[config.mk]
export PLATFORM = sky130hd
export DESIGN_NAME = lsu_bus_ctrl_flat
export DESIGN_NICKNAME = d
export VERILOG_FILES = /design/src/rtl/lsu_bus_ctrl_if.sv /design/src/rtl/lsu_bus_ctrl.sv /design/src/flat_wrapper.sv
export SDC_FILE = /design/constraint.sdc
export NUM_CORES = 1
export LEC_CHECK = 0
export ABC_AREA = 1
export BUFFER_PORTS_ARGS = -buffer_cell sky130_fd_sc_hd__buf_4
export CORE_MARGIN = 1.5
export CORE_UTILIZATION = 50
export CTS_CLUSTER_SIZE = 24
export DETAILED_ROUTE_END_ITERATION = 12
export PLACE_DENSITY = 0.93
export RECOVER_POWER = 100
export SETUP_SLACK_MARGIN = 0.2
export SYNTH_ARGS = -nofsm -noshare
export SYNTH_HDL_FRONTEND = slang
export SYNTH_SLANG_ARGS = --single-unit
[constraint.sdc]
create_clock -name clk -period 3.6 [get_ports clk]
set_input_delay 0.36 -clock clk [delete_from_list [all_inputs] [get_ports clk]]
set_output_delay 0.36 -clock clk [all_outputs]
set_load 0.01 [all_outputs]
[src/rtl/lsu_bus_ctrl_if.sv]
// Request, response and data-bus signals of the load/store unit.
// master = the unit, slave = core plus memory side.
interface lsu_bus_ctrl_if #(
  parameter int DATA_W = 32,
  parameter int ADDR_W = 32
);
  localparam int NB = DATA_W / 8;

  logic              req_valid;
  logic              req_ready;
  logic              req_we;
  logic [2:0]        req_funct3;
  logic [ADDR_W-1:0] req_addr;
  logic [DATA_W-1:0] req_wdata;
  logic              rsp_valid;
  logic [DATA_W-1:0] rsp_rdata;
  logic              rsp_fault;
  logic              bus_valid;
  logic              bus_ready;
  logic              bus_write;
  logic [ADDR_W-1:0] bus_addr;
  logic [NB-1:0]     bus_be;
  logic [DATA_W-1:0] bus_wdata;
  logic [DATA_W-1:0] bus_rdata;

  modport master (
    input  req_valid, req_we, req_funct3, req_addr, req_wdata,
    input  bus_ready, bus_rdata,
    output req_ready, rsp_valid, rsp_rdata, rsp_fault,
    output bus_valid, bus_write, bus_addr, bus_be, bus_wdata
  );

  modport slave (
    output req_valid, req_we, req_funct3, req_addr, req_wdata,
    output bus_ready, bus_rdata,
    input  req_ready, rsp_valid, rsp_rdata, rsp_fault,
    input  bus_valid, bus_write, bus_addr, bus_be, bus_wdata
  );
endinterface

[src/rtl/lsu_bus_ctrl.sv]
// Load/store unit: one request -> bus beat(s) -> extended response.
// LSU_MISALIGN_SPLIT_EN: serve misaligned accesses, splitting across words.
module lsu_bus_ctrl #(
  parameter int DATA_W         = 32,
  parameter int ADDR_W         = 32,
  parameter int TIMEOUT_CYCLES = 16
) (
  input  logic           clk,
  input  logic           reset,
  lsu_bus_ctrl_if.master lsu
);
  localparam int NB = DATA_W / 8;
  localparam int OW = $clog2(NB);
  localparam int CW = $clog2(TIMEOUT_CYCLES + 1);
`ifdef LSU_MISALIGN_SPLIT_EN
  localparam int MW = 2 * DATA_W;
`else
  localparam int MW = DATA_W;
`endif
  localparam int MB = MW / 8;

  typedef enum logic [2:0] {
    IDLE, BUS, RESP, FAULT
`ifdef LSU_MISALIGN_SPLIT_EN
    , BUS2
`endif
  } state_t;

  state_t            state, state_n;
  logic              we_q;
  logic [2:0]        f3_q;
  logic [ADDR_W-1:0] addr_q;
  logic [DATA_W-1:0] wdata_q;
  logic [DATA_W-1:0] cap_lo;
  logic [CW-1:0]     cnt;
  logic [3:0]        req_sz;
  logic [3:0]        sz_q;
  logic              ill;
  logic              bad;
  logic              tmo;
  logic [OW-1:0]     off;
  logic [NB-1:0]     keep;
  logic [MB-1:0]     be2;
  logic [MW-1:0]     wd2;
  logic [MW-1:0]     merged;
  logic [DATA_W-1:0] shifted;
  logic [DATA_W-1:0] ld;
  logic              sbit;
  logic [ADDR_W-1:0] base;
`ifdef LSU_MISALIGN_SPLIT_EN
  logic [DATA_W-1:0] cap_hi;
  logic              cross;
`endif

  // Legality check on the incoming request.
  always_comb begin
    req_sz = 4'd1 << lsu.req_funct3[1:0];
    ill    = (req_sz > 4'(NB))
           | (lsu.req_funct3 == 3'b111)
           | (lsu.req_we & lsu.req_funct3[2])
           | ((lsu.req_funct3 == 3'b110) && (DATA_W == 32));
`ifdef LSU_MISALIGN_SPLIT_EN
    bad = ill;
`else
    bad = ill | (|(lsu.req_addr[2:0] & (req_sz[2:0] - 3'd1)));
`endif
  end

  // Lane masks, shifted write data and load extension.
  always_comb begin
    sz_q = 4'd1 << f3_q[1:0];
    off  = addr_q[OW-1:0];
    base = {addr_q[ADDR_W-1:OW], {OW{1'b0}}};
    for (int i = 0; i < NB; i++) keep[i] = (i < int'(sz_q));
    be2 = MB'(keep) << off;
    wd2 = MW'(wdata_q) << {off, 3'b000};
`ifdef LSU_MISALIGN_SPLIT_EN
    merged = {cap_hi, cap_lo};
    cross  = (int'(off) + int'(sz_q)) > NB;
`else
    merged = cap_lo;
`endif
    shifted = DATA_W'(merged >> {off, 3'b000});
    unique case (f3_q[1:0])
      2'd0:    sbit = shifted[7];
      2'd1:    sbit = shifted[15];
      2'd2:    sbit = shifted[31];
      default: sbit = shifted[DATA_W-1];
    endcase
    sbit = sbit & ~f3_q[2];
    for (int i = 0; i < NB; i++)
      ld[8*i +: 8] = keep[i] ? shifted[8*i +: 8] : {8{sbit}};
    tmo = ~lsu.bus_ready
        & (cnt == CW'(TIMEOUT_CYCLES - 1));
  end

  // Next state and all outputs, decoded from the current state.
  always_comb begin
    state_n       = state;
    lsu.req_ready = 1'b0;
    lsu.rsp_valid = 1'b0;
    lsu.rsp_fault = 1'b0;
    lsu.rsp_rdata = '0;
    lsu.bus_valid = 1'b0;
    lsu.bus_write = 1'b0;
    lsu.bus_addr  = '0;
    lsu.bus_be    = '0;
    lsu.bus_wdata = '0;
    unique case (state)
      IDLE: begin
        lsu.req_ready = 1'b1;
        if (lsu.req_valid) state_n = bad ? FAULT : BUS;
      end
      BUS: begin
        lsu.bus_valid = 1'b1;
        lsu.bus_write = we_q;
        lsu.bus_addr  = base;
        lsu.bus_be    = be2[NB-1:0];
        lsu.bus_wdata = wd2[DATA_W-1:0];
`ifdef LSU_MISALIGN_SPLIT_EN
        if (lsu.bus_ready) state_n = cross ? BUS2 : RESP;
`else
        if (lsu.bus_ready) state_n = RESP;
`endif
        else if (tmo) state_n = FAULT;
      end
`ifdef LSU_MISALIGN_SPLIT_EN
      BUS2: begin
        lsu.bus_valid = 1'b1;
        lsu.bus_write = we_q;
        lsu.bus_addr  = base + ADDR_W'(NB);
        lsu.bus_be    = be2[MB-1:NB];
        lsu.bus_wdata = wd2[MW-1:DATA_W];
        if (lsu.bus_ready) state_n = RESP;
        else if (tmo) state_n = FAULT;
      end
`endif
      RESP: begin
        lsu.rsp_valid = 1'b1;
        lsu.rsp_rdata = we_q ? '0 : ld;
        state_n       = IDLE;
      end
      FAULT: begin
        lsu.rsp_valid = 1'b1;
        lsu.rsp_fault = 1'b1;
        state_n       = IDLE;
      end
      default: state_n = IDLE;
    endcase
  end

  // State register; reset aborts any access in flight.
  always_ff @(posedge clk or posedge reset) begin
    if (reset) state <= IDLE;
    else       state <= state_n;
  end

  // Request latch, per-beat wait counter and read-data capture.
  always_ff @(posedge clk or posedge reset) begin
    if (reset) begin
      we_q    <= 1'b0;
      f3_q    <= '0;
      addr_q  <= '0;
      wdata_q <= '0;
      cnt     <= '0;
      cap_lo  <= '0;
`ifdef LSU_MISALIGN_SPLIT_EN
      cap_hi  <= '0;
`endif
    end else begin
      if (state == IDLE && lsu.req_valid) begin
        we_q    <= lsu.req_we;
        f3_q    <= lsu.req_funct3;
        addr_q  <= lsu.req_addr;
        wdata_q <= lsu.req_wdata;
`ifdef LSU_MISALIGN_SPLIT_EN
        cap_hi  <= '0;
`endif
      end
      if (lsu.bus_valid && state_n == state) cnt <= cnt + CW'(1);
      else                                   cnt <= '0;
      if (state == BUS && lsu.bus_ready) cap_lo <= lsu.bus_rdata;
`ifdef LSU_MISALIGN_SPLIT_EN
      if (state == BUS2 && lsu.bus_ready) cap_hi <= lsu.bus_rdata;
`endif
    end
  end
endmodule
[src/flat_wrapper.sv]
// flat-port wrapper written by rule: the top's interface ports become plain ports
module lsu_bus_ctrl_flat 
#(
  parameter int DATA_W         = 32,
  parameter int ADDR_W         = 32,
  parameter int TIMEOUT_CYCLES = 16
)
  (clk, reset, lsu_req_valid, lsu_req_we, lsu_req_funct3, lsu_req_addr, lsu_req_wdata, lsu_bus_ready, lsu_bus_rdata, lsu_req_ready, lsu_rsp_valid, lsu_rsp_rdata, lsu_rsp_fault, lsu_bus_valid, lsu_bus_write, lsu_bus_addr, lsu_bus_be, lsu_bus_wdata);
  lsu_bus_ctrl_if #(.DATA_W(DATA_W), .ADDR_W(ADDR_W)) lsu_i ();
  input  logic clk;
  input  logic reset;
  input wire logic [$bits(lsu_i.req_valid)-1:0] lsu_req_valid;
  input wire logic [$bits(lsu_i.req_we)-1:0] lsu_req_we;
  input wire logic [$bits(lsu_i.req_funct3)-1:0] lsu_req_funct3;
  input wire logic [$bits(lsu_i.req_addr)-1:0] lsu_req_addr;
  input wire logic [$bits(lsu_i.req_wdata)-1:0] lsu_req_wdata;
  input wire logic [$bits(lsu_i.bus_ready)-1:0] lsu_bus_ready;
  input wire logic [$bits(lsu_i.bus_rdata)-1:0] lsu_bus_rdata;
  output wire logic [$bits(lsu_i.req_ready)-1:0] lsu_req_ready;
  output wire logic [$bits(lsu_i.rsp_valid)-1:0] lsu_rsp_valid;
  output wire logic [$bits(lsu_i.rsp_rdata)-1:0] lsu_rsp_rdata;
  output wire logic [$bits(lsu_i.rsp_fault)-1:0] lsu_rsp_fault;
  output wire logic [$bits(lsu_i.bus_valid)-1:0] lsu_bus_valid;
  output wire logic [$bits(lsu_i.bus_write)-1:0] lsu_bus_write;
  output wire logic [$bits(lsu_i.bus_addr)-1:0] lsu_bus_addr;
  output wire logic [$bits(lsu_i.bus_be)-1:0] lsu_bus_be;
  output wire logic [$bits(lsu_i.bus_wdata)-1:0] lsu_bus_wdata;
  assign lsu_i.req_valid = lsu_req_valid;
  assign lsu_i.req_we = lsu_req_we;
  assign lsu_i.req_funct3 = lsu_req_funct3;
  assign lsu_i.req_addr = lsu_req_addr;
  assign lsu_i.req_wdata = lsu_req_wdata;
  assign lsu_i.bus_ready = lsu_bus_ready;
  assign lsu_i.bus_rdata = lsu_bus_rdata;
  assign lsu_req_ready = lsu_i.req_ready;
  assign lsu_rsp_valid = lsu_i.rsp_valid;
  assign lsu_rsp_rdata = lsu_i.rsp_rdata;
  assign lsu_rsp_fault = lsu_i.rsp_fault;
  assign lsu_bus_valid = lsu_i.bus_valid;
  assign lsu_bus_write = lsu_i.bus_write;
  assign lsu_bus_addr = lsu_i.bus_addr;
  assign lsu_bus_be = lsu_i.bus_be;
  assign lsu_bus_wdata = lsu_i.bus_wdata;
  lsu_bus_ctrl #(.DATA_W(DATA_W), .ADDR_W(ADDR_W), .TIMEOUT_CYCLES(TIMEOUT_CYCLES)) u_core (.clk(clk), .reset(reset), .lsu(lsu_i));
endmodule
==> metrics <==
outcome=finished with violations; failing checks=capacitance limit, slew limit; HP Start=lsu_req_wdata[17]; DR WL/cell=14.8 um; worst path required time=around 3.2 ns; final antenna-violating net count=0; deepest level of the CTS H-tree=3; DRC=0; worst r2r path cells=5; CP arrival=around 2.7 ns; Post-Synthesis Cells=roughly 740; power per cell area=~520 mW/mm^2; main combinational cell family by area after synthesis=simple AND/OR/NAND/NOR gates; HP Class=input pin to register; Clock Sink Count=108; worst r2r src=u_core.state[2]$_DFF_PP0_; Yosys cell types=33; grt ovf=0; die width=110 um; Post-Syn Area per Cell=7.80 um^2; Synth Warn #=0; Layout Nets=1022; Die Y=about 110 um; Diodes inserted=0; clk_lat worst skew=0.34 ns; Slew HR=-0.626; Hold Buf Count CTS=0; Setup-failing EPs final=0; xor and xnor area share after synthesis=0.00305; row cnt=38; GRT Overall Usage=0.264; DR vias=5494; Fin Setup TNS=0 ns; IO Count=approximately 210; r2r endpoint=u_core.addr_q[26]$_DFFE_PP0P_; Crit Path Category=register to primary output; CTS Buf Count=9; Crit. End Element=primary output; drt pass-1 iters=5; Final Skew=between 0.004 and 0.005 ns; area grow syn2layout=23.8%; #FFs+latches synth=roughly 110; most common cell after layout, fill and taps aside=nand2_1; final RePlAce weighted congestion=0.897; Synth Area in Simple Gates=0.240; Final Max Slew Viols=between 60 and 70; final wirelength=15.7 mm; Root Buffer Master=clkbuf_16; Critical Path Start=u_core.state[2]$_DFF_PP0_; dominant cell type by area after synthesis=dfrtp_1; largest buffer count on any clock path=2; HPWL after detailed placement=between 10 and 15 mm; Synth area leaders=dfrtp_1 (47%), nand2_1 (12%), nor2_1 (8.2%); largest net degree at the start of global routing=76; synthesized area=roughly 0.0057 mm^2; FF-to-FF setup slack=0.84 ns; Clock Pin Slew Worst Setup and Hold Paths=approximately 0.08 ns; DRT iter0 DRCs=about 550; Fin. Hold Viols=0; RSZ-0062 raised after global routing=no; layout cells sized above 1=0.170; I/O Buffers=206; CTS tree=built; Min-Delay Endpoint=u_core.wdata_q[17]$_DFFE_PP0P_; complex-gate fraction of the synthesized area=0.140; min cycle time layout=roughly 3.0 ns; register area share after synthesis=0.471; Starting Density=0.521; Max-cap violations=1; Yosys top cell area share=0.471; Post-CTS Setup Inserts=0; post_cts resized=0; Worst Hold Depth=3; vias in the first global route=between 5000 and 6000; Adder-Cell Fraction of Synth Area=0.00436; Post-Route Utilization=0.644; fmax=~0.33 GHz; Core ar.=roughly 0.011 mm^2; critical path peak fanout=37; actual slew at the worst max-slew pin=2.44 ns; Leak Pwr=0.00358 uW; first-pass GRT wire length=around 25 mm; multiplexer area fraction after synthesis=0.0405; Worst setup SP type=register; VDD IR-drop max=approximately 400 uV; via-per-instance ratio=slightly above 5; commonest non-fill, non-tap cells in the layout=nand2_1 (178), nor2_1 (134), buf_4 (123); fin crit share=0.839; die area=0.0121 mm^2; initial antenna violation count=0
==> state kept, by name (all words and copies together), names as in the netlist <==
signal          cells
u_core.addr_q      32
u_core.we_q         1
u_core.state        3
u_core.cnt          5
u_core.f3_q         3
u_core.cap_lo      32
u_core.wdata_q     32
==> critical path: stages (launching register included) <==
cell      delay [ns]
dfrtp_1         0.40
nor2_1          0.16
nand2_2         0.40
nor2_1          0.21
inv_1           0.33
nor2_1          0.28
inv_1           0.20
nor2_1          0.16
clkbuf_1        0.18
==> final cells by class <==
cell class                 instances  area, um^2
fill                            1051        3920
sequential                       108        2700
multi-input combinational        503        2360
timing repair buffer             211        1260
inverter                          83         312
clock buffer                       9         225
tap                              140         175
clock inverter                     7        67.6
==> per-layer routing <==
metal / up-vias / track usage / share of wire
li1: 2670 / - / -
met1: 2539 / 0.348 / 0.41
met2: 247 / 0.436 / 0.48
met3: 38 / 0.0541 / 0.077
met4: 0 / 0.0925 / 0.026
met5: - / 0 / 0
==> cell usage after synthesis <==
cell,number
a221oi_1,1
nand2_1,177
nand3_2,1
mux2_1,2
and3_1,1
nand2_2,5
nand3_1,9
xnor2_1,1
o211ai_1,1
nor3_1,1
nand2_4,1
o32ai_1,16
mux2_4,14
buf_2,16
clkinv_1,1
buf_12,1
nor2_4,10
inv_1,74
conb_1,1
o21ai_0,80
nor2_1,126
ha_1,2
nor2_2,2
buf_6,4
inv_2,8
xor2_1,1
o21ai_1,9
buf_4,9
clkbuf_1,14
dfrtp_1,108
a21oi_1,32
a31oi_1,7
nand4_1,1
==> cell families (layout without fill, tap and decap cells) <==
kind of cell,after synthesis,in the layout
AND/OR/NAND/NOR,334,334
AO/OA/AOI/OAI,146,146
buffers and inverters,127,310
flip-flops,108,108
multiplexers,16,16
adder cells (fa/ha/maj),2,2
XOR/XNOR,2,2
other,1,3
==> power by group <==
| part | switching, uW | internal (uW) | total [uW] | leakage (uW) |
|---|---|---|---|---|
| Combinational | 666 | 378 | 1040 | 0.00212 |
| Clock | 481 | 489 | 970 | 0.000145 |
| Sequential | 204 | 1510 | 1710 | 0.00131 |
| Total | 1350 | 2370 | 3720 | 0.00358 |
==> per-stage QoR <==
stage	hold slack (ns)	instance area [um^2]	worst slack, ns	instances	power [uW]
global placement	0.447	7260	1.22	1045	2810
global route	0.217	7110	0.357	1061	3960
CTS	0.199	7560	0.788	1061	3830
floorplan	0.433	5750	0.394	738	2470
finish	0.211	7110	0.581	1061	3720
detailed placement	0.459	7260	1.13	1045	2850
==> worst max path at each step <==
stage                                         to  slack (ns)  cells past startpoint
global route                    lsu_bus_wdata[6]        0.36                      8
finish                          lsu_bus_wdata[5]        0.58                      8
floorplan           u_core.addr_q[0]$_DFFE_PP0P_        0.39                      1
CTS                            lsu_rsp_rdata[20]        0.79                     10
global placement    u_core.cap_lo[1]$_DFFE_PP0P_        1.22                      5
detailed placement  u_core.cap_lo[2]$_DFFE_PP0P_        1.13                      5
(Power assumes the default switching activity.)
